`config.mk`:
```
export PLATFORM = sky130hd
export DESIGN_NAME = clear_phase_sequencer
export DESIGN_NICKNAME = d
export VERILOG_FILES = /design/src/rtl/cdc_reset_ctrlr_pkg.sv /design/src/rtl/clear_phase_sequencer.sv
export SDC_FILE = /design/constraint.sdc
export NUM_CORES = 1
export LEC_CHECK = 0
export BUFFER_PORTS_ARGS = -buffer_cell sky130_fd_sc_hd__clkbuf_2
export CAP_MARGIN = 30
export CORE_AREA = 2 2 39 41
export CTS_CLUSTER_SIZE = 25
export DETAILED_ROUTE_END_ITERATION = 8
export DIE_AREA = 0 0 41 43
export GPL_TIMING_DRIVEN = 0
export PLACE_DENSITY = 0.63
export SYNTH_ARGS = -nofsm -noshare
export SYNTH_HDL_FRONTEND = slang
export SYNTH_SLANG_ARGS = --single-unit
```
`constraint.sdc`:
```
create_clock -name clk_i -period 2.9 [get_ports clk_i]
set_input_delay 0.29 -clock clk_i [delete_from_list [all_inputs] [get_ports clk_i]]
set_output_delay 0.29 -clock clk_i [all_outputs]
set_load 0.1 [all_outputs]
```
`src/rtl/cdc_reset_ctrlr_pkg.sv`:
```
// rtl/cdc_reset_ctrlr_pkg.sv - shared clear-sequence phase encoding for the CDC reset controller
package cdc_reset_ctrlr_pkg;

  typedef enum logic [1:0] {
    CLR_PHASE_IDLE       = 2'd0,
    CLR_PHASE_ISOLATE    = 2'd1,
    CLR_PHASE_CLEAR      = 2'd2,
    CLR_PHASE_POST_CLEAR = 2'd3
  } clear_seq_phase_e;

endpackage

```
`src/rtl/clear_phase_sequencer.sv`:
```
// rtl/clear_phase_sequencer.sv - master FSM walking one CDC half through isolate/clear/post-clear
module clear_phase_sequencer
  import cdc_reset_ctrlr_pkg::*;
#(
  parameter int ClearCycles = 4
) (
  input  logic       clk_i,
  input  logic       rst_ni,
  input  logic       clear_req_i,
  input  logic       isolated_i,
  output logic       isolate_o,
  output logic       clear_o,
  output logic [1:0] phase_o,
  output logic       phase_valid_o,
  input  logic       phase_ready_i,
  output logic       busy_o,
  output logic       done_o
);

  localparam int CntW = $clog2(ClearCycles + 1);

  if (ClearCycles < 1) begin : g_bad_clear_cycles
    $error("ClearCycles must be >= 1");
  end

  clear_seq_phase_e r_phase, w_phase_nxt;
  logic            r_valid, w_valid_nxt;
  logic            r_acked, w_acked_nxt;
  logic            r_busy, w_busy_nxt;
  logic            r_done, w_done_nxt;
  logic            r_pending, w_pending_nxt;
  logic            r_isolate, w_isolate_nxt;
  logic            r_clear, w_clear_nxt;
  logic [CntW-1:0] r_cnt, w_cnt_nxt;
  logic            w_hs;
  logic            w_ack;
  logic            w_enter;

  assign w_hs  = r_valid & phase_ready_i;
  assign w_ack = r_acked | w_hs;

  always_ff @(posedge clk_i or negedge rst_ni) begin
    if (!rst_ni) begin
      r_phase   <= CLR_PHASE_IDLE;
      r_valid   <= 1'b0;
      r_acked   <= 1'b0;
      r_busy    <= 1'b0;
      r_done    <= 1'b0;
      r_pending <= 1'b0;
      r_isolate <= 1'b0;
      r_clear   <= 1'b0;
      r_cnt     <= '0;
    end else begin
      r_phase   <= w_phase_nxt;
      r_valid   <= w_valid_nxt;
      r_acked   <= w_acked_nxt;
      r_busy    <= w_busy_nxt;
      r_done    <= w_done_nxt;
      r_pending <= w_pending_nxt;
      r_isolate <= w_isolate_nxt;
      r_clear   <= w_clear_nxt;
      r_cnt     <= w_cnt_nxt;
    end
  end

  always_comb begin
    w_phase_nxt   = r_phase;
    w_valid_nxt   = r_valid & ~w_hs;
    w_acked_nxt   = r_acked | w_hs;
    w_busy_nxt    = r_busy;
    w_done_nxt    = 1'b0;
    // Requests arriving mid-sequence collapse into a single follow-up run.
    w_pending_nxt = r_pending | (clear_req_i & r_busy);
    w_cnt_nxt     = (r_cnt == '0) ? r_cnt : r_cnt - CntW'(1);
    w_enter       = 1'b0;

    case (r_phase)
      CLR_PHASE_IDLE: begin
        if (r_busy) begin
          if (w_hs) begin
            w_busy_nxt = 1'b0;
            w_done_nxt = 1'b1;
          end
        end else if (clear_req_i || r_pending) begin
          w_phase_nxt   = CLR_PHASE_ISOLATE;
          w_enter       = 1'b1;
          w_busy_nxt    = 1'b1;
          w_pending_nxt = 1'b0;
        end
      end
      CLR_PHASE_ISOLATE: begin
        if (w_ack && isolated_i) begin
          w_phase_nxt = CLR_PHASE_CLEAR;
          w_enter     = 1'b1;
          w_cnt_nxt   = CntW'(ClearCycles - 1);
        end
      end
      CLR_PHASE_CLEAR: begin
        if ((r_cnt == '0) && w_ack) begin
          w_phase_nxt = CLR_PHASE_POST_CLEAR;
          w_enter     = 1'b1;
        end
      end
      CLR_PHASE_POST_CLEAR: begin
        if (w_ack) begin
          w_phase_nxt = CLR_PHASE_IDLE;
          w_enter     = 1'b1;
        end
      end
      default: ;
    endcase

    if (w_enter) begin
      w_valid_nxt = 1'b1;
      w_acked_nxt = 1'b0;
    end

    w_isolate_nxt = (w_phase_nxt != CLR_PHASE_IDLE);
    w_clear_nxt   = (w_phase_nxt == CLR_PHASE_CLEAR);
  end

  assign phase_o       = r_phase;
  assign phase_valid_o = r_valid;
  assign isolate_o     = r_isolate;
  assign clear_o       = r_clear;
  assign busy_o        = r_busy;
  assign done_o        = r_done;

endmodule

```
-- Word-level counts from Yosys, hierarchy flattened
Cells that the tools add are included.
- register bits: 12
- add/sub/neg operators: 1
- equality and inequality tests: 4
- muxes and demuxes: 25
- bitwise operators: 6
- reductions and logical operators: 6
- operator list (cell ; count):
    1-bit two-way mux ; 15
    2-bit two-way mux ; 5
    3-bit two-way mux ; 3
    2-bit one-hot mux with 4 select lines ; 1
    2-bit equality test (second input constant) ; 3
    1-bit one-hot mux with 4 select lines ; 1
    1-bit bitwise AND ; 3
    3-bit logical NOT ; 1
    3-bit by 1-bit subtractor with 3-bit output (second input constant) ; 1
    2-bit by 1-bit equality test with 1-bit output (second input constant) ; 1
    1-bit logical AND ; 2
    2-bit logical NOT ; 1
    1-bit OR ; 2
    2-bit nonzero test ; 1
    1-bit logical OR ; 1
    1-bit NOT ; 1

-- Longest topological paths before layout
- word-level depth: 6
- depth in mapped cells: 5
- depth with buffers taken out: 5

-- Worst setup path before layout
Ideal clock, no wire load.
- path kind: flip-flop to flip-flop
- from: register r_phase[0] (netlist: phase_o[0])
- to: register r_valid (netlist: phase_valid_o)
- library setup time: 0.140 ns
- arrival time: 1.564 ns
- required time: 2.760 ns
- setup slack: 1.196 ns
- stages on the path, launching flop included: 4
- buffers on the path: 0
- clock period less this slack: 1.704 ns
- cells stage by stage: dfrtp_1 > and4bb_1 > a21oi_1 > o221ai_1
- word-level cells in the longest chain between the ends: 3
- ends and longest elaborated chain (what ; line ; source):
    from (decl) ; clear_phase_sequencer.sv:26 ; clear_seq_phase_e r_phase, w_phase_nxt;
    from (signal assigned) ; clear_phase_sequencer.sv:54 ; r_phase <= w_phase_nxt;
    2-bit equality test, or another cell as far along ; clear_phase_sequencer.sv:77 ; case (r_phase)
    1-bit one-hot mux with 4 select lines (*) ; clear_phase_sequencer.sv:77 ;
    1-bit two-way mux (*) ; clear_phase_sequencer.sv:113 ; if (w_enter) begin
    via w_valid_nxt ; clear_phase_sequencer.sv:27 ; logic r_valid, w_valid_nxt;
    to (signal assigned) ; clear_phase_sequencer.sv:55 ; r_valid <= w_valid_nxt;
    to (decl) ; clear_phase_sequencer.sv:27 ;
Mark *: on every way through the listed nets, which the timed path passes. The rest lies on a longest branch.
A chain may end at the register's enable or synchronous reset.

-- Final worst setup path
- from: register r_phase[0] (netlist: phase_o[0])
- to: output phase_o[0]
- RTL lines (what ; line ; source):
    to (decl) ; clear_phase_sequencer.sv:13 ; output logic [1:0] phase_o,
No word-level cell between the ends.

==> insert_results.sql <==
INSERT INTO impl_metrics (metric_group, metric, value, unit) VALUES
('synthesis', 'netlist_area_pre_place', '569', 'um2'),
('setup_path', 'path_max_fanout', '9', ''),
('floorplanning', 'dieArea', '1760', 'um2'),
('grt', 'grt.total_usage', '0.158', ''),
('floorplanning', 'initial_core_util', '0.411', ''),
('place', 'gpl.final_weighted_congestion', '0.774', ''),
('clocking', 'postCtsSetupRepairBufs', '0', ''),
('grt', 'grt_pass1_vias', '410', ''),
('drt', 'firstDrtPassIters', '4', ''),
('grt', 'global_route.overflow_total', '0', ''),
('floorplanning', 'boundaryPins', '12', ''),
('setup_path', 'slowest_stage', 'clkbuf_2', ''),
('sta', 'hold_ws', '0.260', 'ns'),
('sta', 'rsz_0062_raised_after_global_routing', 'false', ''),
('setup_path', 'crit_buf_inv', '1', ''),
('drt', 'drt-total-wl', '1.05', 'mm'),
('sta', 'worst_slew_pin_slew', '0.541', 'ns'),
('clocking', 'cts.sinks', '12', ''),
('sta', 'timing.final.crit_share', '0.533', ''),
('grt', 'grt_pass1_wl', '1.80', 'mm'),
('setup_path', 'worstPathCellList', 'clkbuf_2', ''),
('layout', 'mostFrequentLayoutCell', 'dfrtp_1', ''),
('clocking', 'cts_made_buffers', '3', ''),
('sta', 'skew', '0.00190', 'ns'),
('sta', 'slew_headroom', '0.641', ''),
('floorplanning', 'chip_width', '41', 'um'),
('setup_path', 'worst-endpoint-required', '2.61', 'ns'),
('sta', 'timing.final.hold_violations', '0', ''),
('sta', 'period_minus_slack', '1.55', 'ns'),
('layout', 'syn_to_final_growth', '21.3', '%'),
('clocking', 'cts_buffer_depth', '2', ''),
('layout', 'nNetsFinal', '78', ''),
('grt', 'grt_antenna_before_repair', '0', ''),
('synthesis', 'number_of_synthesized_register_bits', '12', ''),
('setup_path', 'timing.critical_path.from_type', 'flip-flop', ''),
('setup_path', 'crit_arrival', '1.26', 'ns'),
('layout', 'layout_common_cells', '12 x dfrtp_1, 11 x clkbuf_2, 6 x nor2_1, 4 x o21ai_0, 4 x a21oi_1', ''),
('min_path', 'hold_path_class', 'in2reg', ''),
('clocking', 'clock_latency', '0.28', 'ns'),
('place', 'io_buf_count', '11', ''),
('setup_path', 'timing.critical_path.depth', '1', ''),
('min_path', 'hold_path_depth', '3', ''),
('floorplanning', 'design.core.area', '1380', 'um2'),
('setup_path', 'kind_of_cell_adding_the_most_delay_to_the_critical_path', 'buffers and inverters', ''),
('synthesis', 'synth.yosys.seq_area_share', '0.527', ''),
('grt', 'maximum_number_of_pins_on_one_net_before_global_route_repair', '13', ''),
('sta', 'tns', '0', 'ns'),
('layout', 'post_route_cells_drive_above_1_share', '0.271', ''),
('drt', 'drt_first_iter_violations', '1', ''),
('place', 'detailedPlacementHpwl', '753', 'um'),
('layout', 'antenna_cells', '0', ''),
('setup_path', 'r2r_cells', '5', ''),
('synthesis', 'post_synth_inst_count', '54', ''),
('clocking', 'cts.clk_slew.worst_paths', '0.08', 'ns'),
('setup_path', 'timing.setup.critical_path_class', 'reg2out', ''),
('layout', 'finish.utilization', '0.499', ''),
('clocking', 'tritoncts', 'done', ''),
('place', 'placed_cells_incl_taps', '81', ''),
('synthesis', 'mappedNetlistNets', '61', ''),
('outcome', 'outcome', 'finished, final reports clean', ''),
('drt', 'route.vias.total', '454', ''),
('sta', 'slew_viol_final', '0', ''),
('floorplanning', 'rows', '14', ''),
('clocking', 'htree_levels', '1', ''),
('layout', 'layoutNonFillerInstCount', '86', ''),
('floorplanning', 'die_h', '43', 'um'),
('drt', 'drc', '0', ''),
('setup_path', 'critical_path.max_stage_delay', '0.50', 'ns'),
('sta', 'fmax', '0.647', 'GHz'),
('clocking', 'clock_tree.root_cell', 'clkbuf_4', ''),
('synthesis', 'post_synth.cell_area_avg', '10.5', 'um2'),
('drt', 'post_detailed_route_via_to_cell_ratio', '5.28', ''),
('drt', 'wl_per_cell', '12.2', 'um'),
('drt', 'final_antenna_net_count', '0', ''),
('sta', 'setup_viol', '0', ''),
('synthesis', 'synthesis.yosys.warnings', '0', ''),
('setup_path', 'endpoint_kind', 'output port', ''),
('synthesis', 'yosysUniqueCellTypes', '26', ''),
('flow_run', 'cap_viol_max_count', '0', '');
==> sequential cells by signal (all words and copies together) (netlist names) <==
register	flops
busy_o	1
clear_o	1
done_o	1
isolate_o	1
phase_o	2
phase_valid_o	1
r_acked	1
r_cnt	3
r_pending	1
==> metrics by stage <==
stage	setup slack [ns]	cell area, um2
2_1_floorplan	1.20	569
3_3_place_gp	1.62	644
3_5_place_dp	1.62	644
4_1_cts	1.35	691
5_1_grt	1.29	691
6_report	1.35	691
==> synthesized netlist by cell type <==
cell type   n  area share
a21bo_2     1       0.018
a21o_1      1       0.013
a21oi_1     4       0.035
and2_0      1       0.011
and2b_2     1       0.015
and3_2      1       0.013
and4_1      1       0.015
and4bb_1    1       0.022
dfrtp_1    12        0.53
ha_1        2       0.044
inv_1       2       0.013
nand2_1     3       0.020
nand2b_1    1       0.011
nand3_1     1      0.0088
nand3b_1    2       0.026
nand4b_1    1       0.015
nor2_1      6       0.040
nor2b_1     2       0.022
nor3_1      1      0.0088
nor3b_1     1       0.013
o211a_1     1       0.018
o21a_1      1       0.013
o21ai_0     4       0.035
o221ai_1    1       0.015
or2_2       1       0.011
xnor2_1     1       0.015
==> logic make-up (layout without fill, tap and decap cells) <==
kind of cell / after synthesis / count (layout) / share of synthesized area
AOI/OAI and AO/OA: 13 / 13 / 0.147
buffers and inverters: 2 / 18 / 0.0132
adders and majority gates: 2 / 2 / 0.0439
DFF: 12 / 12 / 0.527
xor gates and xnor gates: 1 / 1 / 0.0154
and+or+nand+nor: 24 / 24 / 0.253
==> area by class of cell <==
| cell class | count | area [um2] |
|---|---|---|
| Inverter | 2 | 7.51 |
| Fill cell | 128 | 693 |
| Multi-Input combinational cell | 40 | 262 |
| Clock buffer | 4 | 36.3 |
| Sequential cell | 12 | 300 |
| Tap cell | 16 | 20.0 |
| Timing Repair Buffer | 12 | 65.1 |
==> final timing paths <==
path / from / endpoint / slack [ns]
min reg2reg: r_pending$_DFF_PN0_ / r_pending$_DFF_PN0_ / 0.50
max in group asynchronous: rst_ni / r_cnt[1]$_DFF_PN0_ / 2.25
max reg2reg: r_cnt[0]$_DFF_PN0_ / phase_valid_o$_DFF_PN0_ / 1.59
min: clear_req_i / r_pending$_DFF_PN0_ / 0.26
max: phase_o[0]$_DFF_PN0_ / phase_o[0] / 1.35
min in group asynchronous: rst_ni / r_pending$_DFF_PN0_ / 0.42
==> what timing repair did <==
action	4_1_cts	5_1_grt
endpoints found under the hold margin	12	0
hold buffers	1	0
gates resized for setup	0	0
==> routing by layer <==
| layer | GRT usage | vias to the layer above | share of wire |
|---|---|---|---|
| met5 | 0 | - | 0 |
| met3 | 0.0314 | 5 | 0.056 |
| met1 | 0.235 | 211 | 0.46 |
| li1 | - | 223 | - |
| met4 | 0.120 | 0 | 0.040 |
| met2 | 0.194 | 15 | 0.44 |
Power is not shown: default switching activity piles up to over one toggle a cycle in this logic, so the estimate is an artifact.
